[src/rtl/fnd_result_ctrl.sv]
// Captures an adder/subtractor result, converts it to sign + two BCD digits,
// and scans it onto a 4-digit common-anode 7-segment display.
module fnd_result_ctrl #(
  parameter int CLK_DIV = 100_000
) (
  input  logic       i_clk,
  input  logic       i_rst_n,
  input  logic       i_valid,
  input  logic [3:0] i_sum,
  input  logic       i_carry,
  input  logic       i_sub,
  output logic [3:0] o_fnd_com,
  output logic [7:0] o_fnd_data,
  output logic       o_neg
);

  localparam int TW = $clog2(CLK_DIV);

  logic         r_cap_sub;
  logic         r_cap_carry;
  logic [3:0]   r_cap_sum;
  logic [1:0]   r_tens;
  logic [3:0]   r_ones;
  logic         r_neg;
  logic [TW-1:0] r_tick;
  logic [1:0]   r_idx;

  logic [4:0]   w_mag;
  logic         w_neg;
  logic [1:0]   w_tens;
  logic [3:0]   w_ones;
  logic [3:0]   w_com;
  logic [7:0]   w_data;

  function automatic logic [7:0] seg7(input logic [3:0] d);
    case (d)
      4'd0:    seg7 = 8'hC0;
      4'd1:    seg7 = 8'hF9;
      4'd2:    seg7 = 8'hA4;
      4'd3:    seg7 = 8'hB0;
      4'd4:    seg7 = 8'h99;
      4'd5:    seg7 = 8'h92;
      4'd6:    seg7 = 8'h82;
      4'd7:    seg7 = 8'hF8;
      4'd8:    seg7 = 8'h80;
      4'd9:    seg7 = 8'h90;
      default: seg7 = 8'hFF;
    endcase
  endfunction

  always_ff @(posedge i_clk or negedge i_rst_n) begin
    if (!i_rst_n) begin
      r_cap_sub   <= 1'b0;
      r_cap_carry <= 1'b0;
      r_cap_sum   <= 4'd0;
    end else if (i_valid) begin
      r_cap_sub   <= i_sub;
      r_cap_carry <= i_carry;
      r_cap_sum   <= i_sum;
    end
  end

  // A borrow (carry=0) in subtract mode means the true result is sum-16.
  always_comb begin
    w_neg = 1'b0;
    w_mag = {r_cap_carry, r_cap_sum};
    if (r_cap_sub) begin
      if (r_cap_carry) begin
        w_mag = {1'b0, r_cap_sum};
      end else begin
        w_mag = 5'd16 - {1'b0, r_cap_sum};
        w_neg = 1'b1;
      end
    end
  end

  always_comb begin
    w_tens = 2'd0;
    w_ones = w_mag[3:0];
    if (w_mag >= 5'd30) begin
      w_tens = 2'd3;
      w_ones = 4'(w_mag - 5'd30);
    end else if (w_mag >= 5'd20) begin
      w_tens = 2'd2;
      w_ones = 4'(w_mag - 5'd20);
    end else if (w_mag >= 5'd10) begin
      w_tens = 2'd1;
      w_ones = 4'(w_mag - 5'd10);
    end
  end

  always_ff @(posedge i_clk or negedge i_rst_n) begin
    if (!i_rst_n) begin
      r_tens <= 2'd0;
      r_ones <= 4'd0;
      r_neg  <= 1'b0;
    end else begin
      r_tens <= w_tens;
      r_ones <= w_ones;
      r_neg  <= w_neg;
    end
  end

  always_ff @(posedge i_clk or negedge i_rst_n) begin
    if (!i_rst_n) begin
      r_tick <= '0;
      r_idx  <= 2'd0;
    end else if (r_tick == TW'(CLK_DIV - 1)) begin
      r_tick <= '0;
      r_idx  <= r_idx + 2'd1;
    end else begin
      r_tick <= r_tick + TW'(1);
    end
  end

  always_comb begin
    w_com  = 4'b1111;
    w_data = 8'hFF;
    case (r_idx)
      2'd0: begin
        w_com  = 4'b1110;
        w_data = seg7(r_ones);
      end
      2'd1: begin
        w_com  = 4'b1101;
        w_data = (r_tens == 2'd0) ? 8'hFF : seg7({2'b00, r_tens});
      end
      2'd2: begin
        w_com  = 4'b1011;
        w_data = r_neg ? 8'hBF : 8'hFF;
      end
      default: begin
        w_com  = 4'b0111;
        w_data = r_cap_sub ? 8'h92 : 8'h88;
      end
    endcase
  end

  always_ff @(posedge i_clk or negedge i_rst_n) begin
    if (!i_rst_n) begin
      o_fnd_com  <= 4'b1111;
      o_fnd_data <= 8'hFF;
    end else begin
      o_fnd_com  <= w_com;
      o_fnd_data <= w_data;
    end
  end

  assign o_neg = r_neg;

endmodule

[config.mk]
export PLATFORM = sky130hd
export DESIGN_NAME = fnd_result_ctrl
export DESIGN_NICKNAME = d
export VERILOG_FILES = /design/src/rtl/fnd_result_ctrl.sv
export SDC_FILE = /design/constraint.sdc
export NUM_CORES = 1
export LEC_CHECK = 0
export BUFFER_PORTS_ARGS = -buffer_cell sky130_fd_sc_hd__buf_2
export CAP_MARGIN = 20
export CORE_ASPECT_RATIO = 1.25
export CORE_MARGIN = 2
export CORE_UTILIZATION = 30
export DETAILED_ROUTE_END_ITERATION = 16
export PLACE_DENSITY = 0.55
export RECOVER_POWER = 100
export SLEW_MARGIN = 20
export SYNTH_ARGS = -nofsm -noshare
export SYNTH_HDL_FRONTEND = slang
export SYNTH_SLANG_ARGS = --single-unit
[constraint.sdc]
create_clock -name i_clk -period 2.44 [get_ports i_clk]
set_input_delay 0.366 -clock i_clk [delete_from_list [all_inputs] [get_ports i_clk]]
set_output_delay 0.366 -clock i_clk [all_outputs]
set_load 0.1 [all_outputs]
After elaboration in Yosys (flattened, before gate mapping)
Memory sizes are Yosys's and may differ from the RTL's.
Index checks and enable logic that the tools add are counted.
W data, S select, Z words.
- reductions and logical operators: 2
- equal/unequal tests: 6
- $add $sub $neg: 6
- muxes and demuxes: 17
- $lt $le $gt $ge: 3
- operator list (cell ; count):
    $pmux W8 S3 ; 2
    $add A17 B1 Y17 const B ; 1
    $eq A17 B17 Y1 const B ; 1
    $mux W17 ; 1
    $mux W5 ; 3
    $mux W4 ; 3
    $pmux W4 S3 ; 1
    $ge A5 B5 Y1 const B ; 2
    $mux W8 ; 1
    $sub A4 B4 Y4 const B ; 2
    $mux W7 ; 1
    $eq A2 B2 Y1 const B ; 3
    $ge A5 B4 Y1 const B ; 1
    $sub A5 B4 Y5 const A ; 1
    $eq A2 B1 Y1 const B ; 2
    $logic_not A2 Y1 ; 2
    $mux W2 ; 2
    $sub A4 B3 Y4 const B ; 1
    $mux W1 ; 3
    $add A2 B1 Y2 const B ; 1
- logic and storage cells: 45
- memories: 1
- input port bits: 9
- ROM bits: 112
- register bits: 44
- memories (name ; words ; width ; rd ports ; clocked after memory_dff ; write ports ; RTL line ; RTL):
    (name not given) ; 16 ; 7 ; 1 ; 0 ; 0 ; 36 ; case (d)

Logic depth before layout (Yosys ltp)
Gate-level depths: netlist of run 1.
- word-level depth: 7
- mapped depth: 11
- gate-level depth less buffers: 11

Least setup slack after synthesis of run 1
OpenSTA, ideal clock, no wires.
- path type: register to register
- start: register r_cap_sum[0]
- end: register r_ones[1]
- path buffers: 0
- library setup time: 0.133 ns
- arrival time: 1.976 ns
- setup slack: 0.332 ns
- cell stages (with the launch flop): 12
- cells stage by stage: dfrtp_1 inv_1 ha_1 nor3b_2 xor2_2 inv_1 ha_1 inv_1 o21ai_0 mux2i_1 o22ai_2 xnor2_1
- longest elaborated chain between the ends: 7
- elaborated cells between the ends (all ways): 12
- ends and longest elaborated chain (item ; RTL line ; RTL):
    from (decl) ; 21 ; logic [3:0] r_cap_sum;
    from (signal assigned) ; 59 ; r_cap_sum <= i_sum;
    $sub A5 B4 Y5 ; 71 ; w_mag = 5'd16 - {1'b0, r_cap_sum};
    $mux W5 ; 68 ; if (r_cap_carry) begin
    $mux W5 (*) ; 67 ; if (r_cap_sub) begin
    $sub A4 B4 Y4 / $ge A5 B4 Y1 (equally long branches) ; 88, 86 ;
    $mux W4 ; 86 ; end else if (w_mag >= 5'd10) begin
    $mux W4 ; 83 ; end else if (w_mag >= 5'd20) begin
    $mux W4 (*) ; 80 ; if (w_mag >= 5'd30) begin
    via w_ones[1] ; 31 ; logic [3:0] w_ones;
    to (signal assigned) ; 99 ; r_ones <= w_ones;
    to (decl) ; 23 ; logic [3:0] r_ones;
Mark *: on every way through the listed nets, which the timed path passes. The rest lies on a longest branch.
A chain may end at the register's enable or synchronous reset.

Worst setup path after layout of run 1
- start: register r_tick[5]
- end: register r_tick[16]
- longest elaborated chain between the ends: 2
- elaborated cells between the ends (all ways): 3
- ends and longest elaborated chain (item ; RTL line ; RTL):
    from (decl) ; 25 ; logic [TW-1:0] r_tick;
    from (signal assigned) ; 112 ; r_tick <= r_tick + TW'(1);
    $add A17 B1 Y17 / $eq A17 B17 Y1 (equally long branches) ; 112, 108 ;
    $mux W17 (*) ; 108 ; end else if (r_tick == TW'(CLK_DIV - 1)) begin
Mark *: on every way between the ends. The rest lies on a longest branch, timed or not.

==> impl_results.md, run 1 <==
* Leakage at 1.126 nW
* Syn Inst Count at 223
* Actual slew at the worst max-slew pin at 1.167 ns
* Vias in the first global route at 1593
* Post-Synth Adder-Cell Area at 10.12%
* Drt drc at 0
* CTS Buf Count at 5
* Reg2reg start: r_tick[5]
* DRT iter0 DRCs at 51
* Slew Viols, Final at 0
* Final TNS setup at 0 ns
* Asr flop ratio synth at 100.0%
* Status: completed
* Worst r2r path cells at 4
* Commonest cells post-synth: dfrtp_1, nand2_1, ha_1, inv_1, nor2_1
* Tmin final at 2.278 ns
* Power, Total at 2.322 mW
* Synth Warn # at 0
* Port Buffers at 20
* Largest family of logic cells by synthesized area: simple AND/OR/NAND/NOR gates
* Reg-to-reg setup timing slack at 0.16 ns
* Post-Synth Simple-Gate Area at 16.35%
* Worst Setup Start Kind: flop
* Clk pin slew, worst setup/hold paths at 0.08 ns
* Grt ovf at 0
* Syn Std Cell Area at 2350 sq um
* RR Endpoint: r_tick[16]
* Synthesis-to-layout area growth at 11.87%
* Post-DP HPWL at 3082 um
* Mean Syn Cell Area at 10.54 sq um
* DR WL/cell at 12.06 um
* Critical Path RT at 2.62 ns
* Net Count, Synth at 251
* Yosys cell types at 51
* Clk Latency, worst-skew pair at 0.29 ns
* XOR/XNOR share of the synthesized area at 8.200%
* Die X-Extent at 83.16 um
* Rows at 36
* Hold WS at 0.2692 ns
* Synth Area in Compound Gates at 11.02%
* Worst setup EP type: flop
* Ant. Diodes at 0
* Clock skew at 0.006915 ns
* Setup CP Type: reg -> reg
* Setup violators final at 0
* IO Pins at 22
* Clock tree root buffer cell: clkbuf_8
* CTS H-tree lvls at 2
* Largest net degree at the start of global routing at 23
* Count leader, synth: dfrtp_1
* Top-area cell type share of the netlist area at 34.08%
* Layout cells sized above 1 at 18.40%
* Initial Util at 30.51%
* Pre-Repair DR Iteration Count at 4
* Fmax at 0.4390 GHz
* Final period util at 93.35%
* Worst-path fanout max at 7
* Gr usage total at 10.63%
* Area leader, netlist: dfrtp_1
* Critical path startpoint: r_tick[5]
* Final GP Congestion at 0.8508
* Nets at 277
* First-pass GRT wire length at 7389 um
* Unrepaired setup endpoints after global routing: false
* Slowest CP cell: nor4_1
* Max_cap viols at 0
* Number of vias per cell at 4.635
* Mux cell area share after synthesis at 3.301%
* Vias at 1599
* Largest stage delay on the critical path at 0.84 ns
* Arrival @ worst endpoint at 2.46 ns
* Peak supply drop at 0.8189 mV
* Die height at 103.0 um
* Synth area leaders: dfrtp_1, dfstp_2, ha_1
* Final Hold Viols at 0
* Worst Setup EP: r_tick[16]
* Yosys reg bits at 43
* ANT nets after route at 0
* # hold bufs at CTS at 0
* Maximum clock path buffer count at 2
* Clk sinks at 43
* P per Cell Area at 883.2 nW/um^2
* Die Area at 8561 sq um
* Routed WL at 4161 um
* Area of the core at 7702 sq um
* Initial antenna violation count at 0
* Slew HR at 22.54%
* Main synth FF type: dfrtp_1
* Tightest Hold Check Type: in -> async
* Sequential share of the synthesized area at 46.38%
* TritonCTS clock tree: done
* Post-synth EDFFs at 0
* Cell chain of the critical path: or4b_1 -> nor4_1 -> buf_4 -> nor2_1
-- cells by family after synthesis --
logic type,Yosys count
mux,7
fa+ha+maj,19
buf+inv,25
compound gates,39
flops,43
other cells,1
simple gates,70
xor+xnor,19
-- flip-flops by register name, indices dropped and copies added, names as in the netlist, 2 cells and up --
register / flops
r_tick: 17
o_fnd_data: 7
o_fnd_com: 4
r_cap_sum: 4
r_ones: 4
r_idx: 2
r_tens: 2
-- how the worst min path moves through the flow --
stage	slack [ns]	depth (start not counted)	to	from
after floorplan	0.07	0	o_neg	i_rst_n
after global placement	0.35	1	r_tick[5]	i_rst_n
after detailed placement	0.36	1	r_tick[5]	i_rst_n
after CTS	0.03	1	r_tick[5]	i_rst_n
after global routing	0.27	3	r_cap_sub	i_sub
final	0.27	1	r_tick[5]	i_rst_n
-- through the flow --
stage               util (%)  cells  cell area, sq um  worst slack, ns
detailed placement     33.20    335              2557          0.04792
floorplan                  -    223              2350           0.3317
finish                 34.13    345              2629           0.1622
CTS                    34.31    343              2643          0.01792
global placement       33.20    335              2557           0.1421
global route           34.13    345              2629          0.02879
-- cell usage in the layout, fill, tap and decap left out, types with 5 or more instances in the layout --
cell       n
nand2_1   20
o21ai_0    9
dfrtp_1   31
a21oi_1   12
inv_1     18
dfstp_2   11
nor2_1    17
xnor2_1   12
buf_2      7
nand3_1    8
ha_1      18
clkbuf_8   5
clkbuf_1  16
xor2_1     5
-- what timing repair did --
| action | CTS | global route |
|---|---|---|
| buffers inserted | 0 | 2 |
| resized for setup | 0 | 3 |
| hold endpoints to repair | 0 | 0 |
| endpoints found under the setup margin | 0 | 4 |
-- area by class of cell --
cell class,count,area [sq um]
repair buffers,25,113.9
inverters,19,71.32
clock inverters,2,12.51
fillers,802,5074
flip-flops and latches,43,1091
clock buffers,6,72.57
multi-input cells,155,1149
well taps,95,118.9
-- where the power goes --
group	switching [mW]	internal [mW]	leakage, nW
Combinational	0.717	0.231	0.561
Clock	0.243	0.200	0.0412
Sequential	0.0800	0.850	0.524
-- critical path: cells and delay by family (launching register included) --
kind,cells,cell delay [ns]
simple gates,3,1.44
flops,1,0.44
buf+inv,1,0.29
-- routing by layer --
metal  track usage, %  up-vias  wire length (um)
met4            4.288        0                57
li1                 -      805                 -
met3            2.722        5               173
met5                0        -                 0
met1            13.13      752              1946
met2            17.93       37              1982
Note: power is estimated with default switching activity, not from simulation.
==> run 2, diff against run 1 <==
--- a/config.mk
+++ b/config.mk
@@ -8,7 +8,7 @@
 export BUFFER_PORTS_ARGS = -buffer_cell sky130_fd_sc_hd__buf_2
 export CAP_MARGIN = 20
 export CORE_ASPECT_RATIO = 1.25
-export CORE_MARGIN = 2
+export CORE_MARGIN = 3
 export CORE_UTILIZATION = 30
 export DETAILED_ROUTE_END_ITERATION = 16
 export PLACE_DENSITY = 0.55
==> run 2 against run 1 <==
The flow now finishes with violations (capacitance limit, slew limit); via count decreased by 0.31%; first-iteration DRC count shrank 35%; clock skew down 0.0039 ns; highest routed layer unchanged; critical path depth up 6; non-clock buffer count up 2; power grew 0.58%.
==> impl_results.md, run 2 (synthesis gave the netlist of run 1 again) <==
* Final GP Congestion at 0.8077
* ANT nets after route at 0
* Hold Path Depth at 3
* GRT met2 Usage at 16.28%
* Initial Util at 31.38%
* Clk sinks at 43
* Reg-to-reg setup timing slack at 0.18 ns
* Actual slew at the worst max-slew pin at 1.704 ns
* Fmax at 0.4430 GHz
* Die Area at 8938 sq um
* Ant. Diodes at 0
* Post-DP HPWL at 3146 um
* Final Hold Viols at 0
* Clk Latency, worst-skew pair at 0.29 ns
* Slew Viols, Final at 34
* Switching part of the total at 44.82%
* Peak supply drop at 0.8155 mV
* Status: finished with violations
* Total internal power at 1.288 mW
* Clock skew at 0.003048 ns
* CTS Buf Count at 5
* Critical Path RT at 2.63 ns
* Leakage at 1.162 nW
* Part of the power in the clock network at 18.7%
* Worst-path fanout max at 5
* Grt met3 use at 2.366%
* Number of vias per cell at 4.634
* Routing usage on met1 at 12.04%
* Failing checks: capacitance limit, slew limit
* TritonCTS clock tree: done
* P per Cell Area at 879.5 nW/um^2
* RR Endpoint: r_ones[2]
* Hold Path Origin: i_sum[1]
* DRT iter0 DRCs at 33
* Vias at 1594
* Rows at 35
* IO Pins at 22
* Area of the core at 7488 sq um
* Arrival @ worst endpoint at 2.45 ns
* Port Buffers at 20
* Worst setup EP type: flop
* GRT busiest layer: met2
* Largest net degree at the start of global routing at 34
* Reg2reg start: r_cap_sum[0]
* Largest regs: r_tick x17, o_fnd_data x7
* DR WL/cell at 12.02 um
* Clk pin slew, worst setup/hold paths at 0.08 ns
* FILL cells at 761
* Synthesis-to-layout area growth at 12.99%
* Largest register FFs at 17
* Max_cap viols at 1
* Worst r2r path cells at 10
* Worst Setup Start Kind: flop
* Final period util at 92.52%
* Unrepaired setup endpoints after global routing: false
* Setup violators final at 0
* Util after Layout at 35.46%
* Nets at 279
* Gr usage total at 9.813%
* Maximum clock path buffer count at 2
* Share of power burned in registers at 39.9%
* Vias in the first global route at 1569
* # hold bufs at CTS at 0
* Largest register by flop count: r_tick
* Slew HR at -13.61%
* Grt ovf at 0
* Die X-Extent at 85.16 um
* Final TNS setup at 0 ns
* Clock tree root buffer cell: clkbuf_8
* Pre-Repair DR Iteration Count at 4
* First-pass GRT wire length at 7148 um
* Tightest Hold Check Type: in -> reg
* Initial antenna violation count at 0
* Most frequent cells in the layout: dfrtp_1, nand2_1, ha_1
* Combinational share of power at 41.4%
* Worst Hold End: r_cap_sum[1]
* Tmin final at 2.257 ns
* Die height at 105.0 um
* Routed WL at 4134 um
* CTS H-tree lvls at 2
* Setup CP Type: reg -> reg
* Most common cell after layout, fill and taps aside: dfrtp_1
* Net Sw Power at 1.047 mW
* Layout cells sized above 1 at 19.84%
* Drt drc at 0
[run 2: power by group through the flow]
stage / Clock (mW) / Sequential [mW] / Combinational [mW]
after detailed placement: 0 / 0.947 / 0.964
after global routing: 0.495 / 0.950 / 1.04
after floorplan: 0 / 1.38 / 0.378
final: 0.436 / 0.933 / 0.966
after global placement: 0 / 0.941 / 0.958
after CTS: 0.457 / 0.933 / 0.968
[run 2: timing repair]
action                                 4_1_cts  5_1_grt
setup buffers                                0        4
gates resized for setup                      0        4
setup endpoints to repair                    0        3
endpoints found under the hold margin        0        0
[run 2: how the worst max path moves through the flow]
| stage | from | to | slack [ns] | cells after the start |
|---|---|---|---|---|
| 2_1_floorplan | r_cap_sum[0] | r_ones[1] | 0.33 | 11 |
| 3_3_place_gp | r_cap_sum[0] | r_ones[1] | 0.16 | 10 |
| 3_5_place_dp | r_cap_sum[0] | r_ones[1] | 0.07 | 10 |
| 4_1_cts | r_cap_sum[0] | r_ones[1] | 0.05 | 10 |
| 5_1_grt | r_cap_sum[0] | r_ones[1] | 0.04 | 10 |
| 6_report | r_cap_sum[0] | r_ones[2] | 0.18 | 10 |
[run 2: metrics by stage]
step / instance area, sq um / hold slack (ns) / std cells / setup slack [ns] / power (mW)
after floorplan: 2350 / 0.07041 / 223 / 0.3317 / 1.757
after global routing: 2655 / 0.2937 / 344 / 0.04102 / 2.484
after CTS: 2638 / 0.1506 / 340 / 0.04650 / 2.358
after detailed placement: 2554 / 0.4587 / 332 / 0.06741 / 1.911
after global placement: 2554 / 0.4556 / 332 / 0.1614 / 1.899
final: 2655 / 0.2790 / 344 / 0.1826 / 2.335
[run 2: final cells by class]
| class | instances | area (sq um) | share of cell area [%] |
|---|---|---|---|
| Clock buffer | 5 | 68.82 | 2.592 |
| Clock inverter | 3 | 15.01 | 0.5655 |
| Inverter | 19 | 71.32 | 2.686 |
| Multi-Input combinational cell | 155 | 1165 | 43.87 |
| Sequential cell | 43 | 1091 | 41.09 |
| Tap cell | 92 | 115.1 | 4.336 |
| Timing Repair Buffer | 27 | 128.9 | 4.854 |
[run 2: critical path: stages, from the launching register on]
cell	delay, ns
dfrtp_2	0.39
inv_1	0.08
ha_1	0.24
nor3b_2	0.25
xor2_2	0.14
buf_4	0.15
ha_1	0.18
nor3b_4	0.16
a21oi_2	0.18
a21oi_1	0.10
o32ai_1	0.29
[run 2: routing by layer]
| metal | part of all wire, % | vias up |
|---|---|---|
| met3 | 4.1 | 6 |
| met1 | 45 | 747 |
| li1 | - | 807 |
| met2 | 49 | 34 |
| met5 | 0 | - |
| met4 | 1.6 | 0 |
==> run 3, diff against run 2 <==
==> constraint.sdc (replaced) <==
create_clock -name i_clk -period 2.8 [get_ports i_clk]
set_input_delay 0.42 -clock i_clk [delete_from_list [all_inputs] [get_ports i_clk]]
set_output_delay 0.42 -clock i_clk [all_outputs]
set_load 0.1 [all_outputs]
==> run 3 against run 2 <==
Register-to-register slack improved by 0.18 ns; critical path type unchanged; highest routed layer unchanged; the run still ends with capacitance limit, slew limit left; utilization decreased by 0.60 points; largest cell class unchanged; maximum frequency decreased by 7.4%; flip-flop and latch count unchanged.
==> impl_results.md, run 3 (synthesis gave the netlist of run 1 again) <==
* Status: finished with violations
* Failing checks: capacitance limit, slew limit
* Leakage at 1.121 nW
* TritonCTS clock tree: done
* Post-DP HPWL at 2959 um
* Largest register by flop count: r_tick
* Post CTS Setup Buffer Count at 0
* Clk sinks at 43
* # hold bufs at CTS at 0
* Die height at 105.0 um
* Most common cell after layout, fill and taps aside: dfrtp_1
* Clock skew at 0.008123 ns
* Final TNS setup at 0 ns
* Rows at 35
* Post-route cell area at 2610 sq um
* Die Area at 8938 sq um
* Setup WS post-layout at 0.3612 ns
* Final period util at 87.10%
* Largest net degree at the start of global routing at 44
* CTS Buf Count at 5
* Grt ovf at 0
* Vias at 1579
* IO Pins at 22
* Nets at 272
* Largest regs: r_tick x17, o_fnd_data x7
* Worst-path fanout max at 6
* Drt drc at 0
* Util after Layout at 34.85%
* ANT nets after route at 0
* Slew HR at -48.69%
* Pre-Repair DR Iteration Count at 5
* Unrepaired setup endpoints after global routing: false
* Fmax at 0.4100 GHz
* Final GP Congestion at 0.8151
* Port Buffers at 20
* Maximum clock path buffer count at 2
* CTS H-tree lvls at 2
* Arrival @ worst endpoint at 2.66 ns
* Initial Util at 31.38%
* Tightest Hold Check Type: in -> reg
* Worst Setup Start Kind: flop
* Die X-Extent at 85.16 um
* Clock tree root buffer cell: clkbuf_8
* Area of the core at 7488 sq um
* DR WL/cell at 12.08 um
* Gr usage total at 9.627%
* Tmin final at 2.439 ns
* Slew Viols, Final at 44
* Peak supply drop at 1.027 mV
* CTS-repair resized insts at 0
* Layout cells sized above 1 at 16.73%
* Number of vias per cell at 4.685
* Largest register FFs at 17
* Worst setup EP type: flop
* Initial antenna violation count at 0
* FILL cells at 765
* First-pass GRT wire length at 6982 um
* DRT iter0 DRCs at 38
* Clk pin slew, worst setup/hold paths at 0.09 ns
* Final Hold Viols at 0
* Actual slew at the worst max-slew pin at 2.230 ns
* Setup CP Type: reg -> reg
* Critical Path RT at 3.02 ns
* P per Cell Area at 813.0 nW/um^2
* Area post-placement at 2531 sq um
* Vias in the first global route at 1524
* Routed WL at 4070 um
* Setup violators final at 0
* Pre-CTS setup slack at 0.4573 ns
* Most frequent cells in the layout: dfrtp_1, nand2_1, ha_1
* Ant. Diodes at 0
* Max_cap viols at 1
* Clk Latency, worst-skew pair at 0.30 ns
* Synthesis-to-layout area growth at 11.08%
==> run 3: cell type report <==
type / instances / area [sq um] / share of cell area [%]
multi-input cells: 155 / 1132 / 43.38
flip-flops and latches: 43 / 1090 / 41.75
well taps: 92 / 115.1 / 4.410
repair buffers: 20 / 83.83 / 3.212
clock buffers: 6 / 82.58 / 3.164
inverters: 19 / 71.32 / 2.733
clock inverters: 2 / 35.03 / 1.342
==> run 3: routing by layer <==
layer  wire length [um]  vias up  global-route usage [%]
met5                  0        -                       0
met4                 83        0                   4.299
met3                178        7                   2.129
met2               1882       32                   14.94
met1               1926      739                   12.71
li1                   -      801                       -
==> run 3: stage by stage <==
| step | cells | power (mW) | hold WS [ns] |
|---|---|---|---|
| finish | 337 | 2.122 | 0.3276 |
| global route | 337 | 2.235 | 0.3368 |
| CTS | 337 | 2.163 | 0.2997 |
| detailed placement | 329 | 1.654 | 0.4593 |
| global placement | 329 | 1.649 | 0.4591 |
| floorplan | 223 | 1.531 | 0.1244 |
==> run 3: final timing paths <==
path                                    from           end  slack (ns)  cells after the start
worst max-delay path            r_cap_sum[0]     r_ones[1]        0.36                     10
max in group asynchronous            i_rst_n     r_ones[1]        0.75                      1
worst min register to register     r_tick[4]     r_tick[4]        0.47                      1
worst max register to register  r_cap_sum[0]     r_ones[1]        0.36                     10
min in group asynchronous            i_rst_n     r_tick[5]        0.78                      1
worst min-delay path                i_sum[1]  r_cap_sum[1]        0.33                      3
==> run 3: report_power, final <==
part	switching (mW)	internal, mW	leakage, nW
clock network	0.211	0.289	0.0612
registers	0.0708	0.741	0.525
logic	0.619	0.191	0.535
total	0.902	1.22	1.12
==> run 3: worst max-delay path, stage by stage (launching register included) <==
cell     delay, ns
dfrtp_1       0.42
inv_1         0.10
ha_1          0.25
nor3b_2       0.23
xor2_2        0.30
inv_1         0.14
ha_1          0.26
o21ai_0       0.15
mux2i_1       0.13
o22ai_1       0.23
xnor2_1       0.15
